### config.mk
export PLATFORM = sky130hd
export DESIGN_NAME = dmem_arbiter_flat
export DESIGN_NICKNAME = d
export VERILOG_FILES = /design/src/rtl/dmem_arbiter_if.sv /design/src/rtl/dmem_arbiter.sv /design/src/flat_wrapper.sv
export SDC_FILE = /design/constraint.sdc
export NUM_CORES = 1
export LEC_CHECK = 0
export CORE_ASPECT_RATIO = 1.4
export CORE_MARGIN = 10
export CORE_UTILIZATION = 34
export DETAILED_ROUTE_END_ITERATION = 6
export PLACE_DENSITY = 0.83
export SLEW_MARGIN = 20
export SYNTH_ARGS = -nofsm -noshare
export SYNTH_HDL_FRONTEND = slang
export SYNTH_SLANG_ARGS = --single-unit
### constraint.sdc
create_clock -name clk -period 1.4 [get_ports clk]
set_clock_uncertainty 0.05 [all_clocks]
set_input_delay 0.21 -clock clk [delete_from_list [all_inputs] [get_ports clk]]
set_output_delay 0.21 -clock clk [all_outputs]
set_load 0.01 [all_outputs]
### src/rtl/dmem_arbiter_if.sv
// -----------------------------------------------------------------------------
// dmem_arbiter_if
// Bundles the requester-side handshake and the data-memory pins of the
// dmem_arbiter into one interface.
//   slave  : the arbiter's view (requests and memory read data in,
//            grants/responses and memory strobes/address/data out).
//   master : the environment's view (requesters plus the data memory).
// Signals:
//   req[1:0], we[1:0]        per-port request and write select
//   addr0/1, wdata0/1        per-port byte address and write data
//   gnt, err, rvalid [1:0]   grant, range-error and read-response pulses
//   rdata                    shared read data
//   mem_readEn, mem_writeEn  memory strobes
//   mem_address, mem_dataIn  memory address and write data
//   mem_dataOut              combinational memory read data
// -----------------------------------------------------------------------------
interface dmem_arbiter_if #(
    parameter int WORD_LEN = 32
);
    logic [1:0]          req;
    logic [1:0]          we;
    logic [WORD_LEN-1:0] addr0;
    logic [WORD_LEN-1:0] addr1;
    logic [WORD_LEN-1:0] wdata0;
    logic [WORD_LEN-1:0] wdata1;
    logic [1:0]          gnt;
    logic [1:0]          err;
    logic [1:0]          rvalid;
    logic [WORD_LEN-1:0] rdata;
    logic                mem_readEn;
    logic                mem_writeEn;
    logic [WORD_LEN-1:0] mem_address;
    logic [WORD_LEN-1:0] mem_dataIn;
    logic [WORD_LEN-1:0] mem_dataOut;

    modport slave (
        input  req, we, addr0, addr1, wdata0, wdata1, mem_dataOut,
        output gnt, err, rvalid, rdata,
               mem_readEn, mem_writeEn, mem_address, mem_dataIn
    );

    modport master (
        output req, we, addr0, addr1, wdata0, wdata1, mem_dataOut,
        input  gnt, err, rvalid, rdata,
               mem_readEn, mem_writeEn, mem_address, mem_dataIn
    );
endinterface

### src/rtl/dmem_arbiter.sv
// -----------------------------------------------------------------------------
// dmem_arbiter
// Two-port round-robin arbiter/sequencer in front of the single-ported data
// memory. Port 0 is the CPU load/store port, port 1 an auxiliary master.
// An accepted request is registered in IDLE, driven onto the memory for one
// ACCESS cycle, range-checked, and answered with gnt (and err if out of range);
// reads return rvalid/rdata in the following cycle.
// Ports:
//   clk  : clock, rising edge
//   rst  : synchronous, active-high reset
//   bus  : dmem_arbiter_if.slave (requester handshake + memory pins)
// -----------------------------------------------------------------------------
module dmem_arbiter #(
    parameter int WORD_LEN  = 32,
    parameter int LOW_LIMIT = 1024,
    parameter int MEM_BYTES = 4096
) (
    input  logic           clk,
    input  logic           rst,
    dmem_arbiter_if.slave  bus
);

    localparam logic [WORD_LEN-1:0] ADDR_LO = WORD_LEN'(LOW_LIMIT);
    localparam logic [WORD_LEN-1:0] ADDR_HI = WORD_LEN'(MEM_BYTES - 4);

    typedef enum logic {
        IDLE   = 1'b0,
        ACCESS = 1'b1
    } state_t;

    state_t              state_q;
    state_t              state_d;

    logic                id_q;
    logic                we_q;
    logic [WORD_LEN-1:0] addr_q;
    logic [WORD_LEN-1:0] wdata_q;
    logic                oor_q;
    logic                last_q;

    logic [1:0]          rvalid_q;
    logic [WORD_LEN-1:0] rdata_q;

    logic                win;
    logic [WORD_LEN-1:0] sel_addr;
    logic [WORD_LEN-1:0] sel_aligned;
    logic                sel_oor;

    function automatic logic [1:0] onehot(input logic id);
        return id ? 2'b10 : 2'b01;
    endfunction

    // On a tie the port that was not granted last wins; last_q resets to 1
    // so the first tie after reset goes to port 0.
    always_comb begin
        win = 1'b0;
        if (bus.req == 2'b10) begin
            win = 1'b1;
        end else if (bus.req == 2'b11) begin
            win = ~last_q;
        end
    end

    assign sel_addr    = win ? bus.addr1 : bus.addr0;
    assign sel_aligned = sel_addr & ~WORD_LEN'(3);
    assign sel_oor     = (sel_aligned < ADDR_LO) || (sel_aligned > ADDR_HI);

    // State register
    always_ff @(posedge clk) begin
        if (rst) begin
            state_q <= IDLE;
        end else begin
            state_q <= state_d;
        end
    end

    // Next-state logic: every access takes exactly one ACCESS cycle.
    always_comb begin
        state_d = state_q;
        case (state_q)
            IDLE:    if (|bus.req) state_d = ACCESS;
            ACCESS:  state_d = IDLE;
            default: state_d = IDLE;
        endcase
    end

    // Request capture: the winner's request is frozen for the ACCESS cycle.
    always_ff @(posedge clk) begin
        if (rst) begin
            id_q    <= 1'b0;
            we_q    <= 1'b0;
            addr_q  <= '0;
            wdata_q <= '0;
            oor_q   <= 1'b0;
            last_q  <= 1'b1;
        end else if (state_q == IDLE && |bus.req) begin
            id_q    <= win;
            we_q    <= bus.we[win];
            addr_q  <= sel_aligned;
            wdata_q <= win ? bus.wdata1 : bus.wdata0;
            oor_q   <= sel_oor;
            last_q  <= win;
        end
    end

    // Read response: suppressed (out-of-range) reads still respond, with 0.
    always_ff @(posedge clk) begin
        if (rst) begin
            rvalid_q <= 2'b00;
            rdata_q  <= '0;
        end else begin
            rvalid_q <= 2'b00;
            if (state_q == ACCESS && !we_q) begin
                rvalid_q <= onehot(id_q);
                rdata_q  <= oor_q ? '0 : bus.mem_dataOut;
            end
        end
    end

    // Outputs: strobes only in an in-range ACCESS cycle.
    always_comb begin
        bus.gnt         = 2'b00;
        bus.err         = 2'b00;
        bus.mem_readEn  = 1'b0;
        bus.mem_writeEn = 1'b0;
        if (state_q == ACCESS) begin
            bus.gnt = onehot(id_q);
            if (oor_q) begin
                bus.err = onehot(id_q);
            end else begin
                bus.mem_writeEn = we_q;
                bus.mem_readEn  = ~we_q;
            end
        end
    end

    assign bus.mem_address = addr_q;
    assign bus.mem_dataIn  = wdata_q;
    assign bus.rvalid      = rvalid_q;
    assign bus.rdata       = rdata_q;

endmodule

### src/flat_wrapper.sv
// flat-port wrapper written by rule: the top's interface ports become plain ports
module dmem_arbiter_flat 
#(
    parameter int WORD_LEN  = 32,
    parameter int LOW_LIMIT = 1024,
    parameter int MEM_BYTES = 4096
)
  (clk, rst, bus_req, bus_we, bus_addr0, bus_addr1, bus_wdata0, bus_wdata1, bus_mem_dataOut, bus_gnt, bus_err, bus_rvalid, bus_rdata, bus_mem_readEn, bus_mem_writeEn, bus_mem_address, bus_mem_dataIn);
  dmem_arbiter_if #(.WORD_LEN(WORD_LEN)) bus_i ();
  input  logic clk;
  input  logic rst;
  input wire logic [$bits(bus_i.req)-1:0] bus_req;
  input wire logic [$bits(bus_i.we)-1:0] bus_we;
  input wire logic [$bits(bus_i.addr0)-1:0] bus_addr0;
  input wire logic [$bits(bus_i.addr1)-1:0] bus_addr1;
  input wire logic [$bits(bus_i.wdata0)-1:0] bus_wdata0;
  input wire logic [$bits(bus_i.wdata1)-1:0] bus_wdata1;
  input wire logic [$bits(bus_i.mem_dataOut)-1:0] bus_mem_dataOut;
  output wire logic [$bits(bus_i.gnt)-1:0] bus_gnt;
  output wire logic [$bits(bus_i.err)-1:0] bus_err;
  output wire logic [$bits(bus_i.rvalid)-1:0] bus_rvalid;
  output wire logic [$bits(bus_i.rdata)-1:0] bus_rdata;
  output wire logic [$bits(bus_i.mem_readEn)-1:0] bus_mem_readEn;
  output wire logic [$bits(bus_i.mem_writeEn)-1:0] bus_mem_writeEn;
  output wire logic [$bits(bus_i.mem_address)-1:0] bus_mem_address;
  output wire logic [$bits(bus_i.mem_dataIn)-1:0] bus_mem_dataIn;
  assign bus_i.req = bus_req;
  assign bus_i.we = bus_we;
  assign bus_i.addr0 = bus_addr0;
  assign bus_i.addr1 = bus_addr1;
  assign bus_i.wdata0 = bus_wdata0;
  assign bus_i.wdata1 = bus_wdata1;
  assign bus_i.mem_dataOut = bus_mem_dataOut;
  assign bus_gnt = bus_i.gnt;
  assign bus_err = bus_i.err;
  assign bus_rvalid = bus_i.rvalid;
  assign bus_rdata = bus_i.rdata;
  assign bus_mem_readEn = bus_i.mem_readEn;
  assign bus_mem_writeEn = bus_i.mem_writeEn;
  assign bus_mem_address = bus_i.mem_address;
  assign bus_mem_dataIn = bus_i.mem_dataIn;
  dmem_arbiter #(.WORD_LEN(WORD_LEN), .LOW_LIMIT(LOW_LIMIT), .MEM_BYTES(MEM_BYTES)) u_core (.clk(clk), .rst(rst), .bus(bus_i));
endmodule
# After elaboration in Yosys (flattened, before gate mapping)
# Cells that the tools add are included.
[classes] n_reduce_logical=6 mux=17 n_bitwise=4 eq_ne=2 magnitude_cmp=3
[ops] cell="32-bit two-way mux" n=3
[ops] cell="32-bit by 12-bit greater-than comparator with 1-bit output (second input constant)" n=1
[ops] cell="32-bit by 11-bit less-than comparator with 1-bit output (second input constant)" n=1
[ops] cell="1-bit two-way mux" n=9
[ops] cell="2-bit two-way mux" n=4
[ops] cell="2-bit == test (second input constant)" n=2
[ops] cell="1-bit inverter" n=4
[ops] cell="2-bit OR reduction" n=2
[ops] cell="1-bit logical AND" n=2
[ops] cell="1-bit by 2-bit less-than comparator with 1-bit output (second input constant)" n=1
[ops] cell="1-bit one-hot mux with 2 select lines" n=1
[ops] cell="1-bit logical NOT" n=1
[ops] cell="1-bit logical OR" n=1
[word_totals] wordCells=41 input_bits=166 register_bits=101

# Logic depth before layout (Yosys ltp)
# Gate-level depths: netlist of the first run.
[logic_depth] ltp_word=6 ltp_mapped=5

# Least setup slack after synthesis of the first run
# Ideal clock, no wire load.
[synth_timing] kind="reg2out" start="reg u_core.oor_q" end="out bus_err[1]" path_buffers=2 slack_ps=74 stages_incl_launch_ff=4 arrival_time_ps=1066 t_required_ps=1140 path_cell_list="dfxtp_1 -> clkbuf_1 -> clkbuf_1 -> and3_1"
[synth_via] elab_chain_cells=2
[synth_rtl] item="start, declared" line="dmem_arbiter.sv:38" text="logic oor_q;"
[synth_rtl] item="start signal, assigned" line="dmem_arbiter.sv:101" text="oor_q <= sel_oor;"
[synth_rtl] item="2-bit two-way mux" line="dmem_arbiter.sv:128" text="if (oor_q) begin"
[synth_rtl] item="2-bit two-way mux" line="dmem_arbiter.sv:126" text="if (state_q == ACCESS) begin"
[synth_rtl] item="end, declared" line="flat_wrapper.sv:20" text="output wire logic [$bits(bus_i.err)-1:0] bus_err;"
# No other way between the ends.

# Worst setup path in the final report of the first run
[layout_timing] start="in bus_addr0[31]" end="reg u_core.oor_q"
[layout_via] elab_chain_cells=3 elab_cells_between_ends=4 cone_classes="order compare: 2; mux: 1; reduce/logical: 1"
[layout_rtl] item="start, declared" line="flat_wrapper.sv:14" text="input wire logic [$bits(bus_i.addr0)-1:0] bus_addr0;"
[layout_rtl] item="32-bit two-way mux *" line="dmem_arbiter.sv:64" text="assign sel_addr = win ? bus.addr1 : bus.addr0;"
[layout_rtl] item="32-bit by 11-bit less-than comparator with 1-bit output / 32-bit by 12-bit greater-than comparator with 1-bit output (equally long branches)" line="dmem_arbiter.sv:66" text="assign sel_oor = (sel_aligned < ADDR_LO) || (sel_aligned > ADDR_HI);"
[layout_rtl] item="1-bit logical OR *" line="dmem_arbiter.sv:66"
# Every way passes the cells marked *; elsewhere a longest branch is shown, timed or not.
# A chain may end at the register's enable or synchronous reset.

==> impl_metrics.json, run 1 <==
{
  "synth-seq-area-share_pct": 44.06,
  "holdPathStages": 2,
  "cts_buffer_depth": 2,
  "reg2reg_slack_ps": -100,
  "via_per_inst": 5.045,
  "min_period_ps": 1512,
  "wl_um": 20630,
  "ios": 270,
  "synth_top_area_cell": "dfxtp_1",
  "track_usage_pct": 20.32,
  "first_pass_iters": 4,
  "cts.sinks": 101,
  "synthCells": 475,
  "floorplan.initialDensity_pct": 34.44,
  "cts_tree": "yes",
  "worst-r2r-cell-count": 6,
  "rows": 50,
  "status": "finished with violations",
  "fin_nets": 941,
  "htree_levels": 3,
  "synth_top_area_share_pct": 44.06,
  "synth_cell_types": 33,
  "yosys_warnings": 0,
  "vias": 4853,
  "overflow": 0,
  "layout_common_cells": "clkdlybuf4s50_1 (158), nor2_1 (103), dlygate4sd2_1 (98)",
  "pre_cts_ws_ps": -569.7,
  "finalNonFillerCells": 962,
  "end_kind": "flop",
  "path_clk_slew_ps": 70,
  "num-fill-cells": 984,
  "layout_setup_ws_ps": -112.3,
  "drc": 0,
  "arrival_ps": 1680,
  "syn_area_per_cell_um2": 9.662,
  "grt_pass1_wl_um": 29820,
  "powerDensity_mw_per_mm2": 930.7,
  "place_congestion": 0.8461,
  "design.core.area_mm2": 0.01333,
  "reg2reg_from": "u_core.last_q",
  "dpl.hpwl_um": 14920,
  "cts-root-buf": "clkbuf_16",
  "place_inst": 935,
  "chipHeight_um": 157.5,
  "hold_viol_final": 0,
  "grt_max_degree": 49,
  "final_common_cell": "clkdlybuf4s50_1",
  "tns_ps": -869.3,
  "fp.dieW_um": 118.2,
  "path_class": "in2reg",
  "rsz0062_at_grt": "true",
  "path_max_fanout": 2,
  "clock_latency_ps": 340,
  "synthToLayoutAreaGrowth_pct": 95.31,
  "antenna_violating_nets_post_route": 0,
  "synth.cell_area_mm2": 0.004589,
  "wl_per_cell_um": 21.44,
  "synth_area_leaders": "dfxtp_1 (44%), mux2i_1 (14%), a211oi_2 (11%)",
  "crit_path_start": "bus_addr0[31]",
  "postCtsHoldBufs": 0,
  "die_area_mm2": 0.01861,
  "finalCritPeriodShare_pct": 108.0,
  "diodes": 0,
  "synth-seq-cells": 101,
  "ir_drop_mv": 0.6300,
  "cts_made_buffers": 9,
  "min_from": "rst",
  "total_power_uw": 8343,
  "worstHoldEndpoint": "u_core.bus.mem_address[19]",
  "drt-initial-drc-count": 197,
  "slew_violations": 0,
  "first_global_vias": 5235,
  "reg2reg_to": "u_core.oor_q",
  "final_util_pct": 67.27,
  "worstHoldPathType": "in2reg",
  "antenna_found_initial": 0,
  "p_leak_uw": 0.003632,
  "io_buffer_count": 263,
  "failed_checks": "setup timing",
  "drive_above_1_share_pct": 29.23,
  "setup_viol": 30,
  "max_freq_ghz": 0.6612,
  "required_ps": 1560,
  "cap_violations": 0,
  "setup.worst_path.start_class": "input pin"
}
-- final cells by class --
cell class,count,area (µm²),share of cell area [%]
Timing Repair Buffer,332,3372,37.62
Tap cell,182,227.7,2.540
Inverter,1,6.256,0.06979
Sequential cell,101,2028,22.63
Clock buffer,9,225.2,2.513
Multi-Input combinational cell,330,3040,33.92
Clock inverter,7,63.81,0.7119
-- kinds of logic after synthesis --
group,count (synthesis),synth area share (%)
AND/OR/NAND/NOR,162,17.07
AO/OA/AOI/OAI,104,19.66
flip-flops,101,44.06
multiplexers,62,13.52
buffers and inverters,45,5.616
other,1,0.08171
-- cells in the mapped netlist --
cell type,number
a21boi_4,1
buf_2,8
nand3b_1,1
and3_1,1
nor4_1,6
buf_1,1
a22oi_1,1
nand3_1,1
nor3_1,3
or4_1,1
and2_1,2
nand4_1,1
nand2_1,2
buf_4,7
buf_6,1
conb_1,1
o21ai_0,2
clkbuf_1,23
a311oi_1,1
buf_8,4
a21oi_1,33
dfxtp_1,101
nor2_1,106
mux2i_1,62
a221o_1,1
nor3b_1,34
nand2b_1,3
nor2_2,1
a211oi_1,23
inv_1,1
a211oi_2,39
o22ai_1,1
o211ai_1,2
-- layer usage --
metal  wire, µm  part of all wire (%)  global-route usage [%]
met3       1543                   7.5                   7.422
met4        636                   3.1                   8.028
met1       7064                    34                   19.59
met2      11380                    55                   38.32
met5          0                     0                       0
-- power breakdown --
group          switching (µW)  total, µW  internal, µW
Sequential                138       3250          3110
Combinational            1180       2620          1440
Clock                    1210       2470          1260
-- registers in the layout, summed over array words and instances (netlist names) --
name and count:
u_core.bus.mem_dataIn 32, u_core.bus.rdata 32, u_core.bus.mem_address 30, u_core.bus.rvalid 2
u_core.id_q 1, u_core.last_q 1, u_core.oor_q 1, u_core.state_q 1
u_core.we_q 1
-- how the worst max path moves through the flow --
| stage | to |
|---|---|
| floorplan | bus_err[1] |
| global placement | u_core.oor_q |
| detailed placement | u_core.oor_q |
| CTS | u_core.bus.mem_address[2] |
| global route | u_core.oor_q |
| finish | u_core.oor_q |
-- critical path, cell delays in order --
cell             delay (ps)
clkdlybuf4s50_1         530
nor4_4                  380
nand3_1                 170
o21ai_2                 180
buf_4                   130
a311oi_1                 70
-- stage by stage --
| stage | area (µm²) | hold WS, ps |
|---|---|---|
| final | 8964 | 237.7 |
| after global routing | 8964 | 243.6 |
| after CTS | 8503 | 229.4 |
| after detailed placement | 7765 | 426.3 |
| after global placement | 7765 | 416.3 |
| after floorplan | 4593 | 298.7 |
-- what timing repair did --
action | 4_1_cts | 5_1_grt
gates resized for setup | 207 | 93
pin swaps | 25 | 31
gates cloned | 4 | 2
buffers inserted | 7 | 2
endpoints found under the setup margin | 161 | 97
No activity file was read; power rests on OpenSTA's default activity.
==> run 2: changes to the inputs <==
PLACE_DENSITY = 0.77   (was 0.83)
==> run 2 against run 1 <==
Effect of this change:
- worst hold slack improved by 94 ps
- critical path type is now reg2reg
- total power increased by 1.3%
- sequential share of layout area increased by 0.072 points
- clock-buffer cell count increased by 1
- largest cell class unchanged
- highest routed layer unchanged
- the run still ends with setup timing left
- critical endpoint is now u_core.bus.mem_dataIn[21]
- register-to-register slack improved by 30 ps
==> impl_metrics.json, run 2 (synthesis results as in run 1) <==
{
  "via_per_inst": 5.024,
  "antenna_violating_nets_post_route": 0,
  "powerDensity_mw_per_mm2": 946.0,
  "antenna_found_initial": 0,
  "path_cells": "a21boi_4 -> buf_12 -> buf_12 -> buf_12 -> mux2i_2 -> a211oi_2",
  "crit_slowest_cell": "dfxtp_2",
  "path_max_fanout": 7,
  "first_global_vias": 5404,
  "track_usage_pct": 20.66,
  "fp.dieW_um": 118.2,
  "path_clk_slew_ps": 70,
  "ios": 270,
  "floorplan.initialDensity_pct": 34.44,
  "cts_tree": "yes",
  "p_leak_uw": 0.003724,
  "clock_latency_ps": 340,
  "rows": 50,
  "setup.worst_path.start_class": "flop",
  "worst_pin_slew_ps": 663.4,
  "layout_common_cells": "clkdlybuf4s50_1 (157), nor2_1 (99), dlygate4sd2_1 (98)",
  "status": "finished with violations",
  "wl_um": 20980,
  "ir_drop_mv": 0.7592,
  "drive_above_1_share_pct": 28.43,
  "slew_violations": 0,
  "io_buffer_count": 263,
  "first_pass_iters": 4,
  "place_congestion": 0.7900,
  "tns_ps": -429.6,
  "arrival_ps": 1630,
  "slew_headroom_pct": 55.77,
  "whs_ps": 332.1,
  "worstHoldPathType": "in2reg",
  "diodes": 0,
  "chipHeight_um": 157.5,
  "num-fill-cells": 1060,
  "grt_max_degree": 53,
  "rsz0062_at_grt": "true",
  "multi_input_area_mm2": 0.002783,
  "regArea_mm2": 0.002027,
  "overflow": 0,
  "crit_top_cell": "buf_12",
  "cap_violations": 0,
  "vias": 4908,
  "setup_viol": 20,
  "path_class": "reg2reg",
  "cts_made_buffers": 9,
  "min_period_ps": 1465,
  "slowest_delay_ps": 340,
  "htree_levels": 3,
  "dpl_cell_area_mm2": 0.007727,
  "end_kind": "flop",
  "design.core.area_mm2": 0.01333,
  "grt_pass1_wl_um": 30420,
  "failed_checks": "setup timing",
  "dpl.hpwl_um": 14710,
  "wl_per_cell_um": 21.48,
  "finalCritPeriodShare_pct": 104.7,
  "hold_viol_final": 0,
  "max_freq_ghz": 0.6825,
  "cts_buffer_depth": 2,
  "fin_nets": 957,
  "final_common_cell": "clkdlybuf4s50_1",
  "drc": 0,
  "cts-root-buf": "clkbuf_16",
  "layout_setup_ws_ps": -65.23,
  "synthToLayoutAreaGrowth_pct": 94.57,
  "total_power_uw": 8448,
  "die_area_mm2": 0.01861,
  "drt-initial-drc-count": 133,
  "required_ps": 1560,
  "cts.sinks": 101,
  "postCtsHoldBufs": 0,
  "fin_area_mm2": 0.008930
}
==> run 2: cell types whose count changed in the layout (fill, tap and decap cells not counted), sizes merged <==
cell           previous run  this run
clkinv                    1         2
buf                      74        89
clkbuf                   11        12
dlymetal6s2s              0         1
bufbuf                    0         1
clkdlybuf4s50           158       157
clkinvlp                  0         1
bufinv                    0         1
inv                       7         2
==> run 2: worst max-delay path, delay by kind of cell (launching register included) <==
family	cells	cell delay (ps)
buffers and inverters	3	450
muxes	1	250
AOI/OAI and AO/OA	2	250
DFF	1	340
==> run 2: final cells by class <==
cell class | instances | area share [%]
clock buffers | 10 | 2.676
clock inverters | 5 | 0.6726
inverters | 1 | 0.04203
multi-input cells | 330 | 31.16
flip-flops and latches | 101 | 22.70
well taps | 182 | 2.550
repair buffers | 348 | 40.20
==> run 2: per-layer routing <==
layer | wire (µm) | global-route usage [%]
met5 | 0 | 0
met2 | 11370 | 39.01
met1 | 7413 | 19.82
met3 | 1820 | 8.785
met4 | 383 | 6.316
==> run 2: report_power, final <==
group | switching (µW) | total (µW) | internal (µW) | leakage (µW)
clock | 1110 | 2550 | 1430 | 0.000145
sequential | 140 | 3250 | 3110 | 0.000835
combinational | 1160 | 2650 | 1490 | 0.00274
==> run 2: final timing paths <==
check / startpoint / endpoint / slack, ps / cells past startpoint
setup / recovery: u_core.last_q / u_core.bus.mem_dataIn[21] / -70 / 6
hold / removal: rst / u_core.bus.rdata[15] / 330 / 2
setup reg to reg: u_core.last_q / u_core.bus.mem_dataIn[21] / -70 / 6
hold reg to reg: u_core.bus.rdata[29] / u_core.bus.rdata[29] / 440 / 2
==> run 2: per-stage QoR <==
stage / setup slack (ps) / std cells / util, %
finish: -65.23 / 977 / 67.01
global route: -109.6 / 977 / 67.01
CTS: -79.80 / 969 / 63.15
detailed placement: -516.3 / 930 / 57.99
global placement: -486.5 / 930 / 57.99
floorplan: 74.18 / 476 / -
==> run 2: what timing repair did <==
item | in CTS | in global routing
buffers inserted | 15 | 8
pin swaps | 10 | 34
endpoints found under the setup margin | 182 | 90
resized for setup | 164 | 97
gates cloned | 9 | 3
